`config.mk`:
```
export PLATFORM = sky130hd
export DESIGN_NAME = ysyx_22040931_fetch
export DESIGN_NICKNAME = d
export VERILOG_FILES = /design/src/rtl/ysyx_22040931_fetch_pkg.sv /design/src/rtl/ysyx_22040931_fetch_hold.sv /design/src/rtl/ysyx_22040931_fetch.sv
export SDC_FILE = /design/constraint.sdc
export NUM_CORES = 1
export LEC_CHECK = 0
export ABC_AREA = 1
export CORE_MARGIN = 8
export CORE_UTILIZATION = 43
export DETAILED_ROUTE_END_ITERATION = 8
export HOLD_SLACK_MARGIN = 0.1
export PLACE_DENSITY = 0.77
export SETUP_SLACK_MARGIN = 0.3
export SYNTH_ARGS = -nofsm -noshare
export SYNTH_HDL_FRONTEND = slang
export SYNTH_HIERARCHICAL = 1
export SYNTH_SLANG_ARGS = --single-unit
```
`constraint.sdc`:
```
create_clock -name clock -period 2 [get_ports clock]
set_input_delay 0.3 -clock clock [delete_from_list [all_inputs] [get_ports clock]]
set_output_delay 0.3 -clock clock [all_outputs]
set_load 0.01 [all_outputs]
```
`src/rtl/ysyx_22040931_fetch_pkg.sv`:
```
// Shared widths and constants for the instruction fetch block.
package ysyx_22040931_fetch_pkg;
    localparam int PC_W   = 64;
    localparam int INST_W = 32;
    localparam int DATA_W = 64;
    localparam logic [INST_W-1:0] NOP_INST = 32'h0000_0013;
endpackage

```
`src/rtl/ysyx_22040931_fetch_hold.sv`:
```
// Output register presented to decode: PC, selected instruction word and fault flag.
module ysyx_22040931_fetch_hold
    import ysyx_22040931_fetch_pkg::*;
(
    input  logic              clock,
    input  logic              reset,
    input  logic              load,
    input  logic              clear,
    input  logic [PC_W-1:0]   pc_in,
    input  logic [DATA_W-1:0] rsp_data,
    input  logic              rsp_err,
    output logic [PC_W-1:0]   pc,
    output logic [INST_W-1:0] instr,
    output logic              fault
);
    logic [PC_W-1:0]   pc_q, pc_d;
    logic [INST_W-1:0] instr_q, instr_d;
    logic              fault_q, fault_d;

    always_comb begin
        pc_d    = pc_q;
        instr_d = instr_q;
        fault_d = fault_q;
        if (clear) begin
            pc_d    = '0;
            instr_d = '0;
            fault_d = 1'b0;
        end else if (load) begin
            pc_d    = pc_in;
            // A faulting fetch hands decode a harmless NOP alongside the fault flag.
            instr_d = rsp_err ? NOP_INST
                    : (pc_in[2] ? rsp_data[63:32] : rsp_data[31:0]);
            fault_d = rsp_err;
        end
    end

    always_ff @(posedge clock) begin
        if (reset) begin
            pc_q    <= '0;
            instr_q <= '0;
            fault_q <= 1'b0;
        end else begin
            pc_q    <= pc_d;
            instr_q <= instr_d;
            fault_q <= fault_d;
        end
    end

    assign pc    = pc_q;
    assign instr = instr_q;
    assign fault = fault_q;
endmodule

```
`src/rtl/ysyx_22040931_fetch.sv`:
```
// Instruction fetch: one outstanding doubleword read per PC, result held until decode takes it.
module ysyx_22040931_fetch
    import ysyx_22040931_fetch_pkg::*;
(
    input  logic              clock,
    input  logic              reset,
    input  logic              flush,
    input  logic              in_valid,
    input  logic [PC_W-1:0]   in_pc,
    output logic              in_ready,
    output logic              req_valid,
    output logic [PC_W-1:0]   req_addr,
    input  logic              req_ready,
    input  logic              rsp_valid,
    input  logic [DATA_W-1:0] rsp_data,
    input  logic              rsp_err,
    output logic              out_valid,
    output logic [PC_W-1:0]   out_pc,
    output logic [INST_W-1:0] out_instr,
    output logic              out_fault,
    input  logic              out_ready
);
    typedef enum logic [2:0] {
        S_IDLE,
        S_REQ,
        S_WAIT,
        S_HOLD,
        S_DROP
    } fetch_state_e;

    fetch_state_e    state_q, state_d;
    logic [PC_W-1:0] pc_q, pc_d;
    logic            fire;
    logic            hold_load;
    logic            hold_clear;

    always_comb begin
        state_d    = state_q;
        pc_d       = pc_q;
        hold_load  = 1'b0;
        hold_clear = 1'b0;
        in_ready   = ~reset & ~flush &
                     ((state_q == S_IDLE) | ((state_q == S_HOLD) & out_ready));
        fire       = in_valid & in_ready;
        case (state_q)
            S_IDLE: begin
                if (flush) begin
                    hold_clear = 1'b1;
                end else if (fire) begin
                    pc_d    = in_pc;
                    state_d = S_REQ;
                end
            end
            S_REQ: begin
                if (flush)          state_d = S_IDLE;
                else if (req_ready) state_d = S_WAIT;
            end
            S_WAIT: begin
                // The read is already in flight, so a flush must still swallow its response.
                if (flush) begin
                    state_d = S_DROP;
                end else if (rsp_valid) begin
                    hold_load = 1'b1;
                    state_d   = S_HOLD;
                end
            end
            S_HOLD: begin
                if (flush) begin
                    hold_clear = 1'b1;
                    state_d    = S_IDLE;
                end else if (out_ready) begin
                    if (fire) begin
                        pc_d    = in_pc;
                        state_d = S_REQ;
                    end else begin
                        state_d = S_IDLE;
                    end
                end
            end
            S_DROP: begin
                if (!flush && rsp_valid) state_d = S_IDLE;
            end
            default: state_d = S_IDLE;
        endcase
    end

    always_ff @(posedge clock) begin
        if (reset) begin
            state_q <= S_IDLE;
            pc_q    <= '0;
        end else begin
            state_q <= state_d;
            pc_q    <= pc_d;
        end
    end

    assign req_valid = (state_q == S_REQ);
    assign req_addr  = {pc_q[PC_W-1:3], 3'b000};
    assign out_valid = (state_q == S_HOLD);

    ysyx_22040931_fetch_hold u_hold (
        .clock    (clock),
        .reset    (reset),
        .load     (hold_load),
        .clear    (hold_clear),
        .pc_in    (pc_q),
        .rsp_data (rsp_data),
        .rsp_err  (rsp_err),
        .pc       (out_pc),
        .instr    (out_instr),
        .fault    (out_fault)
    );
endmodule
```
# --- Word-level counts from Yosys, hierarchy flattened ---
# Cells that the tools add are included.
word_totals:
  reg_bits: 164
  inputBits: 136
  out_inout_bits: 164
  word_cells: 55
op_classes:
  n_eq_ne: 12
  mux: 23
  bitwise_logic: 7
  reduce_logical: 8
op_table:
  columns: ["op", "n"]
  rows:
  - ["2-to-1 mux 64 bit", 4]
  - ["case mux 64 bit (2 select lines)", 1]
  - ["2-to-1 mux 32 bit", 2]
  - ["2-to-1 mux 3 bit", 9]
  - ["case mux 3 bit (5 select lines)", 1]
  - ["inequality test 2 bit (second input constant)", 4]
  - ["== test 3 x 2 -> 1 bit (second input constant)", 2]
  - ["2-to-1 mux 1 bit", 6]
  - ["inequality test 3 x 2 -> 1 bit (second input constant)", 2]
  - ["AND reduction 6 bit", 1]
  - ["bitwise AND 1 bit", 4]
  - ["AND reduction 4 bit", 1]
  - ["OR reduction 2 bit", 2]
  - ["== test 3 x 1 -> 1 bit (second input constant)", 1]
  - ["== test 3 bit (second input constant)", 1]
  - ["logical NOT 3 bit", 1]
  - ["inequality test 3 bit (second input constant)", 1]
  - ["inequality test 2 x 1 -> 1 bit (second input constant)", 1]
  - ["inverter 1 bit", 2]
  - ["nonzero test 2 bit", 1]
  - ["logical AND 1 bit", 1]
  - ["logical NOT 1 bit", 1]
  - ["bitwise OR 1 bit", 1]

# --- Longest topological paths before layout ---
# Gate-level depths: netlist (run 1).
depth:
  ltp_word: 9
  mapped_depth: 9
  mapped_depth_nobuf: 9

# --- Cells and area by module ---
# The synthesis (run 1) kept the hierarchy.
by_module_without_submodules:
  columns: ["mod", "n_inst", "cells_per_inst", "area_per_inst_um2", "seq_area_each_um2"]
  rows:
  - ["ysyx_22040931_fetch_hold", 1, 556, 3925.0, 1941.9]
  - ["ysyx_22040931_fetch", 1, 399, 3129.3, 1341.3]

# --- Worst setup path before layout (run 1) ---
# No wires, ideal clock.
synth_path:
  kind: "register -> register"
  startpoint: "register state_q[0]"
  endpoint: "register u_hold.instr_q[2] (netlist: u_hold/instr[2])"
  setup_time_ps: 132
  t_arrival_ps: 1329
  required_time_ps: 1868
  path_slack_ps: 539
  stages_incl_launch_ff: 9
  path_buffers: 1
  synth_period_minus_slack_ps: 1461
  path_cell_list: "dfxtp_1 -> nand2_1 -> nor2_1 -> nand2_1 -> o21ai_0 -> nor2_2 -> inv_2 -> clkbuf_1 -> a21oi_1"
synth_via:
  elab_chain_len: 4
  elab_cells_between_ends: 7
  classes_between: "eq/ne: 2; mux: 2; reduce/logical: 3"
synth_lines:
  columns: ["element", "line_no", "text"]
  rows:
  - ["start: declaration", "ysyx_22040931_fetch.sv:31", "fetch_state_e state_q, state_d;"]
  - ["start signal: assignment", "ysyx_22040931_fetch.sv:92", "state_q <= state_d;"]
  - ["== test 3 x 2 -> 1 bit", null, null]
  - ["named net out_valid", "ysyx_22040931_fetch.sv:17", "output logic out_valid,"]
  - ["OR reduction 2 bit (no source line)", null, null]
  - ["2-to-1 mux 1 bit", null, null]
  - ["named net hold_clear", "ysyx_22040931_fetch.sv:35", "logic hold_clear;"]
  - ["OR reduction 2 bit (no source line)", null, null]
  - ["end signal: assignment", "ysyx_22040931_fetch_hold.sv:44", "instr_q <= instr_d;"]
  - ["end: declaration", "ysyx_22040931_fetch_hold.sv:17", "logic [INST_W-1:0] instr_q, instr_d;"]
# The timed path passes the listed nets, and every way through them passes these cells.
# A chain may end at the register's enable or synchronous reset.

# --- Worst setup path in the final report (run 1) ---
layout_path:
  startpoint: "register state_q[2]"
  endpoint: "register pc_q[24]"
layout_via:
  elab_chain_len: 9
  elab_cells_between_ends: 16
  classes_between: "eq/ne: 4; mux: 5; bitwise: 4; reduce/logical: 3"
layout_lines:
  columns: ["element", "line_no", "text"]
  rows:
  - ["== test 3 x 2 -> 1 bit", "ysyx_22040931_fetch.sv:43, ysyx_22040931_fetch.sv:45", null]
  - ["bitwise AND 1 bit", "ysyx_22040931_fetch.sv:43", "((state_q == S_IDLE) | ((state_q == S_HOLD) & out_ready));"]
  - ["bitwise OR 1 bit", "ysyx_22040931_fetch.sv:43", null]
  - ["bitwise AND 1 bit", "ysyx_22040931_fetch.sv:42", "in_ready = ~reset & ~flush &"]
  - ["bitwise AND 1 bit", "ysyx_22040931_fetch.sv:44", "fire = in_valid & in_ready;"]
  - ["2-to-1 mux 64 bit (3 in series)", null, null]
  - ["case mux 64 bit (2 select lines)", "ysyx_22040931_fetch.sv:45", "case (state_q)"]
  - ["end signal: assignment", "ysyx_22040931_fetch.sv:93", "pc_q <= pc_d;"]
  - ["end: declaration", "ysyx_22040931_fetch.sv:32", "logic [PC_W-1:0] pc_q, pc_d;"]
# Parallel ways exist; a longest one is shown, timed or not. The select of a mux whose other input is x is not followed.

==> metrics.cfg, run 1 <==
[status]
status=complete, no violations

[critical_path]
critical_path.max_stage_delay_ns=0.37
reg2reg_slack_ns=0.25
criticalPathCategory=flip-flop to flip-flop
slowest_stage=dfxtp_4
r2r_cells=9
crit_path_cell_trace=inv_2, nand4_1, a21boi_4, buf_4, buf_6, nand2_8, buf_12, nand2_1, a21oi_1
required_ns=2.27
critPathLaunchType=flip-flop
endpoint_kind=flip-flop
worstPathArrival_ns=2.02
timing.rr.end=pc_q[24]
cp_max_fo=9
r2r_start=state_q[2]

[yosys]
ys_ff_latch=164
syn_inst=955
synth_top_area_cell=dfxtp_1
yosysMostFrequentCell=nand2_1
synth.avg_cell_area_um2=7.387
ys_seq_area_share_pct=46.54
ys_types=24
yosysTopAreaCellShare_pct=46.54
ys.flop_type=dfxtp_1
yosys-top-cells-area=dfxtp_1 47%, nand2_1 16%, a21oi_1 11%, buf_4 8.0%, nand3_1 6.1%
synth_warnings=6
async_reset_ff_share_pct=0
synth_common_cells=299 x nand2_1, 164 x dfxtp_1, 161 x a21oi_1, 86 x nand3_1, 75 x buf_4
synth_edf_count=0
syn-cell-area_um2=7054

[route]
vias=6859
ant_nets=0
drt_wl_total_um=23880
detail_route.wl_per_cell_um=16.93
drt_pass1_iterations=5
route.detailed.drc=0
first_iter_violations=442
vias_per_cell=4.865

[global_routing]
grt_first_pass_wirelength_um=35210
grt-ovfl-total=0
grt_max_degree=64
grt.total_usage_pct=21.79
grt_pass1_vias=6572
antenna_found_initial=0

[clock_tree]
clk_latency_ns=0.42
cts-root-buf=clkbuf_16
cts.sinks=164
clk_path_buf_depth=2
htreeDepth=4
numCtsBuffers=17
clk_pin_slew_ns=0.06
tritoncts=built

[power]
peakVddDrop_uv=677.0
p_sw_uw=2506
power_density_nw_per_um2=822.2
p_int_uw=6212
switching_share_pct=28.74
p_leak_uw=0.004358
p_clk_share_pct=36.8
p_comb_share_pct=22.8
power_frac_seq_pct=40.4

[timing]
clock_skew_ns=0.009859
rsz0062_at_grt=true
period_needed_ns=1.745
finalCritPeriodShare_pct=87.25
max_freq_ghz=0.5731
worst_pin_slew_ns=0.6097
setup_viol=0
drv_slew=0
max_slew_margin_pct=59.29
finalHoldViolations=0
setup_ws_ns=0.2550

[place]
dp.cells=1369
post_dp_cell_area_um2=9741
dp_hpwl_um=16340
io_buffers=296
place_ws_ns=-0.1524
place_congestion=0.8894

[final_layout]
final_nets=1315
fin_util_pct=65.09
design_area_um2=10600
area_growth_pct=50.30
drive_above_1_share_pct=7.983
final_cells=1410
diodes=0

[die]
core-area_um2=16290
rows=47
io_pins=300
start_util_pct=43.31
dieHeight_um=144.1
dieArea_um2=20760
die_w_um=144.1

[hold_path]
hold_class=input pin to flip-flop
hold_start=reset
holdPathStages=3
min_to=state_q[2]

[run]
maxCapViolations=0

## power groups by stage
stage | Clock, uW | Sequential, uW | Combinational, uW
after floorplan | 0 | 3560 | 1100
after global placement | 0 | 3580 | 1820
after detailed placement | 0 | 3590 | 1840
after CTS | 3290 | 3520 | 1860
after global routing | 3420 | 3530 | 2150
final | 3210 | 3520 | 1980
## per-layer routing
metal	up-vias	routed length (um)	track usage [%]
met2	242	11700	36.20
met4	0	808	10.85
met3	42	1762	6.174
met5	-	0	0
li1	3418	-	-
met1	3157	9608	25.26
## cell usage in the layout (no fill, tap or decap), drive strengths merged
cell / count
clkinv: 7
nand3: 96
a21boi: 1
o21ai: 6
a21o: 1
clkinvlp: 1
inv: 73
nor2: 17
dlygate4sd2: 5
clkbuf: 24
nand2: 301
buf: 35
conb: 3
clkdlybuf4s50: 263
bufinv: 2
nand4: 3
dfxtp: 164
nor3: 2
nor4: 1
dlymetal6s2s: 24
a21oi: 161
## cell families (layout without fill, tap and decap cells)
kind of cell	after synthesis	in the layout	synth area share (%)
AND/OR/NAND/NOR	420	420	25.19
other	1	3	0.05316
flip-flops	164	164	46.54
AO/OA/AOI/OAI	169	169	12.11
buffers and inverters	201	434	16.11
## repair_timing
item	in CTS	in global routing
gates cloned	1	4
endpoints found under the setup margin	98	143
pin swaps	1	3
gates resized for setup	14	40
buffers inserted	0	6
hold buffers	0	0
## critical path: cells and delay by family (launching register included)
family	cells	cell delay, ns
AOI/OAI and AO/OA	2	0.35
buffers and inverters	4	0.53
DFF	1	0.37
and+or+nand+nor	3	0.35
## layout make-up
cell class                 count  area [um^2]
tap                          220        275.3
timing repair buffer         332         3505
clock buffer                  19        452.9
inverter                      72        272.8
clock inverter                11        130.1
multi-input combinational    592         2678
fill                        1380         5687
sequential                   164         3289
## per-stage QoR
step           hold WS, ns  setup TNS (ns)  power [uW]
6_report            0.3483               0        8718
5_1_grt             0.3590               0        9113
4_1_cts             0.3107               0        8665
3_5_place_dp        0.4513          -2.927        5422
3_3_place_gp        0.4467         -0.5465        5402
2_1_floorplan       0.4368               0        4666
## worst max-delay path by stage
stage / from / endpoint / slack [ns] / cells after the start
floorplan: state_q[0] / u_hold/instr[2] / 0.54 / 8
global placement: out_ready / in_ready / -0.14 / 4
detailed placement: out_ready / in_ready / -0.15 / 4
CTS: state_q[2] / in_ready / 0.06 / 4
global route: state_q[2] / pc_q[38] / 0.18 / 9
finish: state_q[2] / pc_q[24] / 0.25 / 9
## state kept, by name, indices dropped and copies added, names as in the netlist
| name | flops |
|---|---|
| pc_q | 64 |
| u_hold/instr | 32 |
| u_hold/pc | 64 |
| u_hold/fault | 1 |
| state_q | 3 |
Note: power is estimated with default switching activity, not from simulation.
==> run 2, diff against run 1 <==
--- a/config.mk
+++ b/config.mk
@@ -8,6 +8,7 @@
 export ABC_AREA = 1
 export CORE_MARGIN = 8
 export CORE_UTILIZATION = 43
+export CTS_CLUSTER_DIAMETER = 40
 export DETAILED_ROUTE_END_ITERATION = 8
 export HOLD_SLACK_MARGIN = 0.1
 export PLACE_DENSITY = 0.77
@@ -16,3 +17,4 @@
 export SYNTH_HDL_FRONTEND = slang
 export SYNTH_HIERARCHICAL = 1
 export SYNTH_SLANG_ARGS = --single-unit
+export TNS_END_PERCENT = 50
==> metrics.cfg, run 2 (same netlist as run 1, synthesis figures left out) <==
[final_layout]
mostFrequentLayoutCell=nand2_1
final_cells=1410
design_area_um2=10550
fillers=1397
multiInputGateArea_um2=2673
diodes=0
mostFrequentLayoutCells=299 x nand2_1, 291 x clkdlybuf4s50_1, 161 x a21oi_1, 161 x dfxtp_1, 86 x nand3_1
drive_above_1_share_pct=7.899
area_growth_pct=49.50
fin_util_pct=64.74
final_nets=1315
regArea_um2=3289

[timing]
setup_viol=0
final.setup.tns_ns=0
clock_skew_ns=0.009642
finalCritPeriodShare_pct=87.36
max_freq_ghz=0.5723
worst_pin_slew_ns=0.5953
drv_slew=0
finalHoldViolations=0
period_needed_ns=1.747
max_slew_margin_pct=60.25
rsz0062_at_grt=true

[route]
route.detailed.drc=0
ant_nets=0
first_iter_violations=371
vias_per_cell=4.850
top_layer=met4
routed-wl-met3_um=1781
drt_pass1_iterations=5
route.met2.wl_um=11660
wl_met1_um=9545
vias=6838
detail_route.wl_per_cell_um=16.85
drt_wl_total_um=23760

[place]
post_dp_cell_area_um2=9741
dp.cells=1369
dp_hpwl_um=16340
io_buffers=296
place_congestion=0.8894

[critical_path]
crit_family=buffers and inverters
required_ns=2.27
endpoint_kind=flip-flop
critPathLaunchType=flip-flop
crit_path_cell_trace=inv_2, nand4_1, a21boi_4, buf_4, buf_6, nand2_8, buf_12, nand2_1, a21oi_1
worstPathArrival_ns=2.02
cp_num_buf_inv=4
critical_path.max_stage_delay_ns=0.37
slowest_stage=dfxtp_4
cp_max_fo=9
criticalPathCategory=flip-flop to flip-flop

[global_routing]
grt_max_degree=64
grt.total_usage_pct=21.79
grt_pass1_vias=6573
grt_first_pass_wirelength_um=35220
antenna_found_initial=0
grt-ovfl-total=0

[die]
dieArea_um2=20760
dieHeight_um=144.1
rows=47
io_pins=300
die_w_um=144.1
start_util_pct=43.31
core-area_um2=16290

[power]
p_leak_uw=0.003908
power_density_nw_per_um2=828.3
peakVddDrop_uv=677.1

[clock_tree]
clk_pin_slew_ns=0.06
hold_buffers=0
htreeDepth=4
numCtsBuffers=17
clk_path_buf_depth=2
tritoncts=built
cts-root-buf=clkbuf_16
clk_latency_ns=0.42
cts.sinks=164

[hold_path]
hold_class=input pin to flip-flop

[run]
maxCapViolations=0

[status]
status=complete, no violations

==> run 2: changes by cell type in the layout (fill, tap and decap cells not counted), sizes merged <==
cell	before	now
dlymetal6s2s	24	0
clkdlybuf4s50	263	291
clkbuf	24	23
dlygate4sd2	5	2
==> run 2: what timing repair did <==
item,4_1_cts,5_1_grt
setup endpoints to repair,98,147
setup buffers,0,6
cloned,1,4
pin swaps,1,3
resized for setup,10,13
==> run 2: metal layers <==
layer,track usage [%],up-vias
li1,-,3417
met1,25.26,3159
met2,36.23,224
met3,6.174,38
met4,10.85,0
met5,0,-
==> run 2: final cells by class <==
type / count / area share, %
flip-flops and latches: 164 / 31.19
clock inverters: 11 / 1.234
well taps: 220 / 2.610
repair buffers: 332 / 32.74
inverters: 72 / 2.586
clock buffers: 19 / 4.295
multi-input cells: 592 / 25.34
==> run 2: worst min-delay path: stages <==
cell and delay, ns:
buf_2 0.10, buf_4 0.26, a21oi_1 0.06
==> run 2: final timing paths <==
| kind | from | endpoint | slack, ns | cells past startpoint |
|---|---|---|---|---|
| worst max-delay path | state_q[2] | pc_q[24] | 0.25 | 9 |
| worst min register to register | u_hold/pc[18] | u_hold/pc[18] | 0.46 | 2 |
| worst max register to register | state_q[2] | pc_q[24] | 0.25 | 9 |
| worst min-delay path | reset | state_q[2] | 0.35 | 3 |
==> run 2: per-stage QoR <==
| stage | power (uW) | hold WS, ns | setup slack [ns] |
|---|---|---|---|
| 2_1_floorplan | 4666 | 0.4368 | 0.5386 |
| 3_3_place_gp | 5402 | 0.4467 | -0.1449 |
| 3_5_place_dp | 5422 | 0.4513 | -0.1524 |
| 4_1_cts | 8669 | 0.3107 | 0.05524 |
| 5_1_grt | 9121 | 0.3567 | 0.1893 |
| 6_report | 8736 | 0.3532 | 0.2527 |
==> run 2: where the power goes <==
part / switching [uW] / internal [uW]
sequential: 118 / 3400
combinational: 1080 / 918
clock: 1320 / 1900
total: 2510 / 6220
==> patch 1, RTL diff (flow settings as in run 1) <==
Make the reset (`reset`) asynchronous in 2 clocked blocks.
--- a/src/rtl/ysyx_22040931_fetch_hold.sv
+++ b/src/rtl/ysyx_22040931_fetch_hold.sv
@@ -36,3 +36,3 @@
 
-    always_ff @(posedge clock) begin
+    always_ff @(posedge clock or posedge reset) begin
         if (reset) begin
--- a/src/rtl/ysyx_22040931_fetch.sv
+++ b/src/rtl/ysyx_22040931_fetch.sv
@@ -86,3 +86,3 @@
 
-    always_ff @(posedge clock) begin
+    always_ff @(posedge clock or posedge reset) begin
         if (reset) begin
Function: differs if reset is asserted again (counterexample within 4 cycles, from zero or initial values and one cycle with reset high); with reset held inactive, the same outputs for 4 cycles.
==> patch 1 against run 1 <==
Utilization is 0.47 points lower; sequential cell count stayed put; area after synthesis is 8.7% higher; non-clock buffer count is 10 higher; routed wire length is 0.16% lower; design area is 8.0% higher; clock skew is 1.2 ps higher; die area is 7.7% higher; worst hold slack worse by 120 ps; count of clock-buffer cells in the layout stayed put; worst setup slack better by 36 ps.
Power is not compared: it rests on default switching activity, and its combinational part moved more than twofold at a synthesized area within 25%.
==> patch 1: results (changes against run 1) <==
outcome=complete, no violations; Clock Latency Late Sink=420 ps (about the same); final net count=1299 (-1.2%); Via density=4.76 (-2.1%); via count=6695 (-2.4%); sequential area share after synthesis=53.5% (+7.0 points); maximum level of the CTS H-tree=4 (unchanged); Post-CTS Setup Bufs=7 (+7); clock root buffer=clkbuf_16; Leakage Power=about 6.3 nW; DR iter-0 viols=212 (-52%); DP HPWL=16.7 mm (+2.3%); share of cells above drive strength 1=12.4% (+4.4 points); Overall Global Routing Usage=20.9% (-0.93 points); final WL=23.8 mm (-0.16%); Metal-1 WL=9.34 mm (-2.8%); number of global-route vias before repair=6794 (+3.4%); Worst Path Arrival=about 2000 ps; WL met3=1.92 mm (+8.9%); P_seq=4.76 mW; IO Port Bufs=296 (unchanged); Final Skew=11.0 ps (+1.18 ps); Pre-antenna DRT Iters=5 (unchanged); Clk pin slew, worst setup/hold paths=roughly 70 ps; worst hold-check slack=232 ps (-116 ps); Post-Synthesis Cells=911 (-4.6%); CP max stage cell=dfrtp_1; GR Util met1=24.2% (-1.0 points); Synth cell types=24 (unchanged); comb pwr=around 5.3 mW; placed inst area=0.0105 mm² (+7.5%); placed insts=1356 (-0.95%); Met2 Routed Length=11.8 mm (+1.2%); initial antenna violation count=1 (+1); top cells by area, synth=dfrtp_1 (54%), nand2_1 (25%), buf_4 (6.5%); pre-CTS setup slack=-154 ps (-1.57 ps); top sig layer=met4; Post-synth top cells=nand2_1 (518), dfrtp_1 (164), buf_4 (66); placer congestion estimate=0.815 (-8.4%); largest net degree at the start of global routing=47 (-27%); first-pass GRT wire length=36.6 mm (+4.0%); worst vdd ir=approximately 0.65 mV; Critical Path Max Stage Delay=430 ps (+60 ps); Critical Path Fanout Max=19 (+10); CTS resizes=24 (+10); grt met2 use=34.8% (-1.4 points); Int Pwr=~8.4 mW; max frequency=585 MHz (+2.1%); Num CTS Buffers=17 (unchanged); reg2reg setup slack=290 ps (+40 ps); met3 usage=6.11% (-0.065 points); share of flip-flops with an asynchronous set or reset=100% (+100 points)
-- patch 1: cell count changes after synthesis, sizes merged, moves of 8 or more --
cell,run 1,this run
a21oi,161,1
clkbuf,20,4
dfrtp,0,164
dfxtp,164,0
inv,72,13
nand2,301,531
nand3,96,69
nor2,17,9
-- patch 1: layout make-up --
| cell class | instances | area [µm²] |
|---|---|---|
| repair buffers | 342 | 3680 |
| fillers | 1423 | 6270 |
| diodes | 1 | 2.50 |
| inverters | 13 | 56.3 |
| clock inverters | 13 | 114 |
| flip-flops and latches | 164 | 4110 |
| multi-input cells | 625 | 2760 |
| clock buffers | 19 | 443 |
| well taps | 229 | 287 |
-- patch 1: cells by family (layout without fill, tap and decap cells) --
| family | after synthesis | after routing | synth area share (%) |
|---|---|---|---|
| AND/OR/NAND/NOR | 615 | 616 | 34.4 |
| flip-flops | 164 | 164 | 53.5 |
| buffers and inverters | 125 | 387 | 11.5 |
| AO/OA/AOI/OAI | 6 | 6 | 0.571 |
| other | 1 | 4 | 0.0489 |
-- patch 1: worst paths after layout --
| check | startpoint | endpoint | cells after the start |
|---|---|---|---|
| max in group asynchronous | reset | state_q[1]$_DFFE_PP0P_ | 4 |
| min reg2reg | pc_q[0]$_DFFE_PP0P_ | u_hold/pc[0]$_DFFE_PP0P_ | 2 |
| min in group asynchronous | reset | pc_q[0]$_DFFE_PP0P_ | 4 |
| max reg2reg | state_q[2]$_DFFE_PP0P_ | u_hold/pc[20]$_DFFE_PP0P_ | 10 |
| min | in_valid | pc_q[51]$_DFFE_PP0P_ | 3 |
| max | state_q[2]$_DFFE_PP0P_ | u_hold/pc[20]$_DFFE_PP0P_ | 10 |
-- patch 1: critical path: cells and delay by family (launching register included) --
family	cells	cell delay [ps]
buffers and inverters	4	580
DFF	1	430
and+or+nand+nor	6	570
==> patch 2, RTL diff (flow settings as in run 1) <==
Without the edit above. Set the package constant `PC_W` to 32 (it was 64).
--- a/src/rtl/ysyx_22040931_fetch_pkg.sv
+++ b/src/rtl/ysyx_22040931_fetch_pkg.sv
@@ -2,3 +2,3 @@
 package ysyx_22040931_fetch_pkg;
-    localparam int PC_W   = 64;
+    localparam int PC_W   = 32;
     localparam int INST_W = 32;
Interface: changed (resized in_pc, out_pc and req_addr); port bits go from 300 to 204. The function was not compared with the original's and may differ.
==> patch 2 against run 1 <==
Total power down 55%; area after synthesis down 36%; sequential cell count shrank 64; critical path depth down 4; synthesized cell count down 33%; sequential share of layout area decreased by 1.7 points; worst setup slack improved by 7.8 ps; utilization grew 1.9 points; design area is 35% lower; routed wire length down 37%; via count is 32% lower; die area fell by 33%; clock power down 61%; critical path type is now reg2out; critical endpoint is now in_ready; largest cell class unchanged.
==> patch 2: results (changes against run 1) <==
Hold Crit Depth=2 (-1); outcome=complete, no violations; pre-CTS setup slack=-60.0 ps (+92.4 ps); Clk pin slew, worst setup/hold paths=110 ps (+50 ps); Pre-antenna DRT Iters=4 (-1); DP HPWL=10.9 mm (-33%); Final Skew=14.9 ps (+5.08 ps); number of global-route vias before repair=4675 (-29%); Synth cell types=23 (-4.2%); Wirelength per Cell=15.8 µm (-6.9%); Critical Path Fanout Max=5 (-4); largest net degree at the start of global routing=37 (-42%); DR iter-0 viols=267 (-40%); worst vdd ir=0.281 mV (-58%); Via density=4.87 (about the same); reg2reg setup slack=370 ps (+120 ps); fin crit share=86.9% (-0.39 points); switching part of the total=27.8% (-0.90 points); # fillers=890 (-36%); final net count=919 (-30%); Metal-1 WL=6.08 mm (-37%); Num CTS Buffers=9 (-8); sequential area share after synthesis=44.5% (-2.1 points); Met2 Routed Length=7.58 mm (-35%); Leakage Power=2.67 nW (-39%); Overall Global Routing Usage=20.7% (-1.1 points); Post-synth top cells=nand2_1 (200), dfxtp_1 (100), a21oi_1 (98); first-pass GRT wire length=23.8 mm (-32%); IO Port Bufs=200 (-32%); maximum level of the CTS H-tree=3 (-1); share of cells above drive strength 1=8.41% (+0.43 points)
[patch 2: changes by cell type in the layout (fill, tap and decap cells not counted), moves of 23 or more]
cell,before,now
a21oi_1,161,96
clkdlybuf4s50_1,263,197
dfxtp_1,161,97
dlymetal6s2s_1,24,0
nand2_1,299,198
nand3_1,86,63
[patch 2: path summary, 6_finish.rpt]
kind	to	startpoint
min reg2reg	u_hold/pc[25]$_SDFFE_PP0P_	u_hold/pc[25]$_SDFFE_PP0P_
max	in_ready	state_q[0]$_SDFFE_PP0P_
max reg2reg	u_hold/instr[19]$_SDFFE_PP0P_	state_q[0]$_SDFFE_PP0P_
min	u_hold/pc[25]$_SDFFE_PP0P_	u_hold/pc[25]$_SDFFE_PP0P_
[patch 2: cell families after synthesis]
group	after synthesis	synth area share, %
simple gates	288	26.6
buf+inv	147	16.5
compound gates	108	12.3
flops	100	44.5
other cells	1	0.0833
[patch 2: stage by stage]
| step | area [µm²] | cells | hold slack [ps] | utilization (%) | setup TNS (ps) |
|---|---|---|---|---|---|
| 6_report | 6850 | 956 | 467 | 66.9 | 0 |
| 5_1_grt | 6850 | 956 | 487 | 66.9 | 0 |
| 4_1_cts | 6770 | 951 | 468 | 66.1 | 0 |
| 3_5_place_dp | 6420 | 928 | 452 | 62.8 | -1280 |
| 3_3_place_gp | 6420 | 928 | 446 | 62.8 | -341 |
| 2_1_floorplan | 4510 | 646 | 436 | - | 0 |
[patch 2: what timing repair did]
item / in CTS / in global routing
cloned: 2 / 0
pin swaps: 5 / 7
hold endpoints to repair: 0 / 0
buffers inserted: 5 / 5
endpoints found under the setup margin: 67 / 66
gates resized for setup: 17 / 19
[patch 2: layout make-up]
type,instances,area [µm²],share of cell area (%)
clock buffer,9,124,1.81
tap,136,170,2.48
inverter,75,284,4.15
multi-input combinational,399,1830,26.7
clock inverter,7,72.6,1.06
timing repair buffer,230,2360,34.5
sequential,100,2010,29.4
[patch 2: layer usage]
metal  vias up  track usage, %
met4         0            7.77
met1      2153            22.2
met2       165            37.8
met3        16            5.62
met5         -               0
li1       2318               -
[patch 2: power groups by stage]
stage / Combinational (mW) / Sequential [mW] / Clock, mW
after floorplan: 0.321 / 2.09 / 0
after global placement: 0.622 / 2.10 / 0
after detailed placement: 0.635 / 2.10 / 0
after CTS: 0.647 / 2.05 / 1.28
after global routing: 0.720 / 2.07 / 1.35
final: 0.661 / 2.06 / 1.24
[patch 2: worst register-to-register path, stage by stage, from the launching register on]
cell and delay, ps:
dfxtp_4 390, nor3_4 230, nand2_2 100, nor2_4 130
inv_4 80, nor2_4 150, buf_4 160, buf_16 110
nand3_1 80, a21oi_1 130
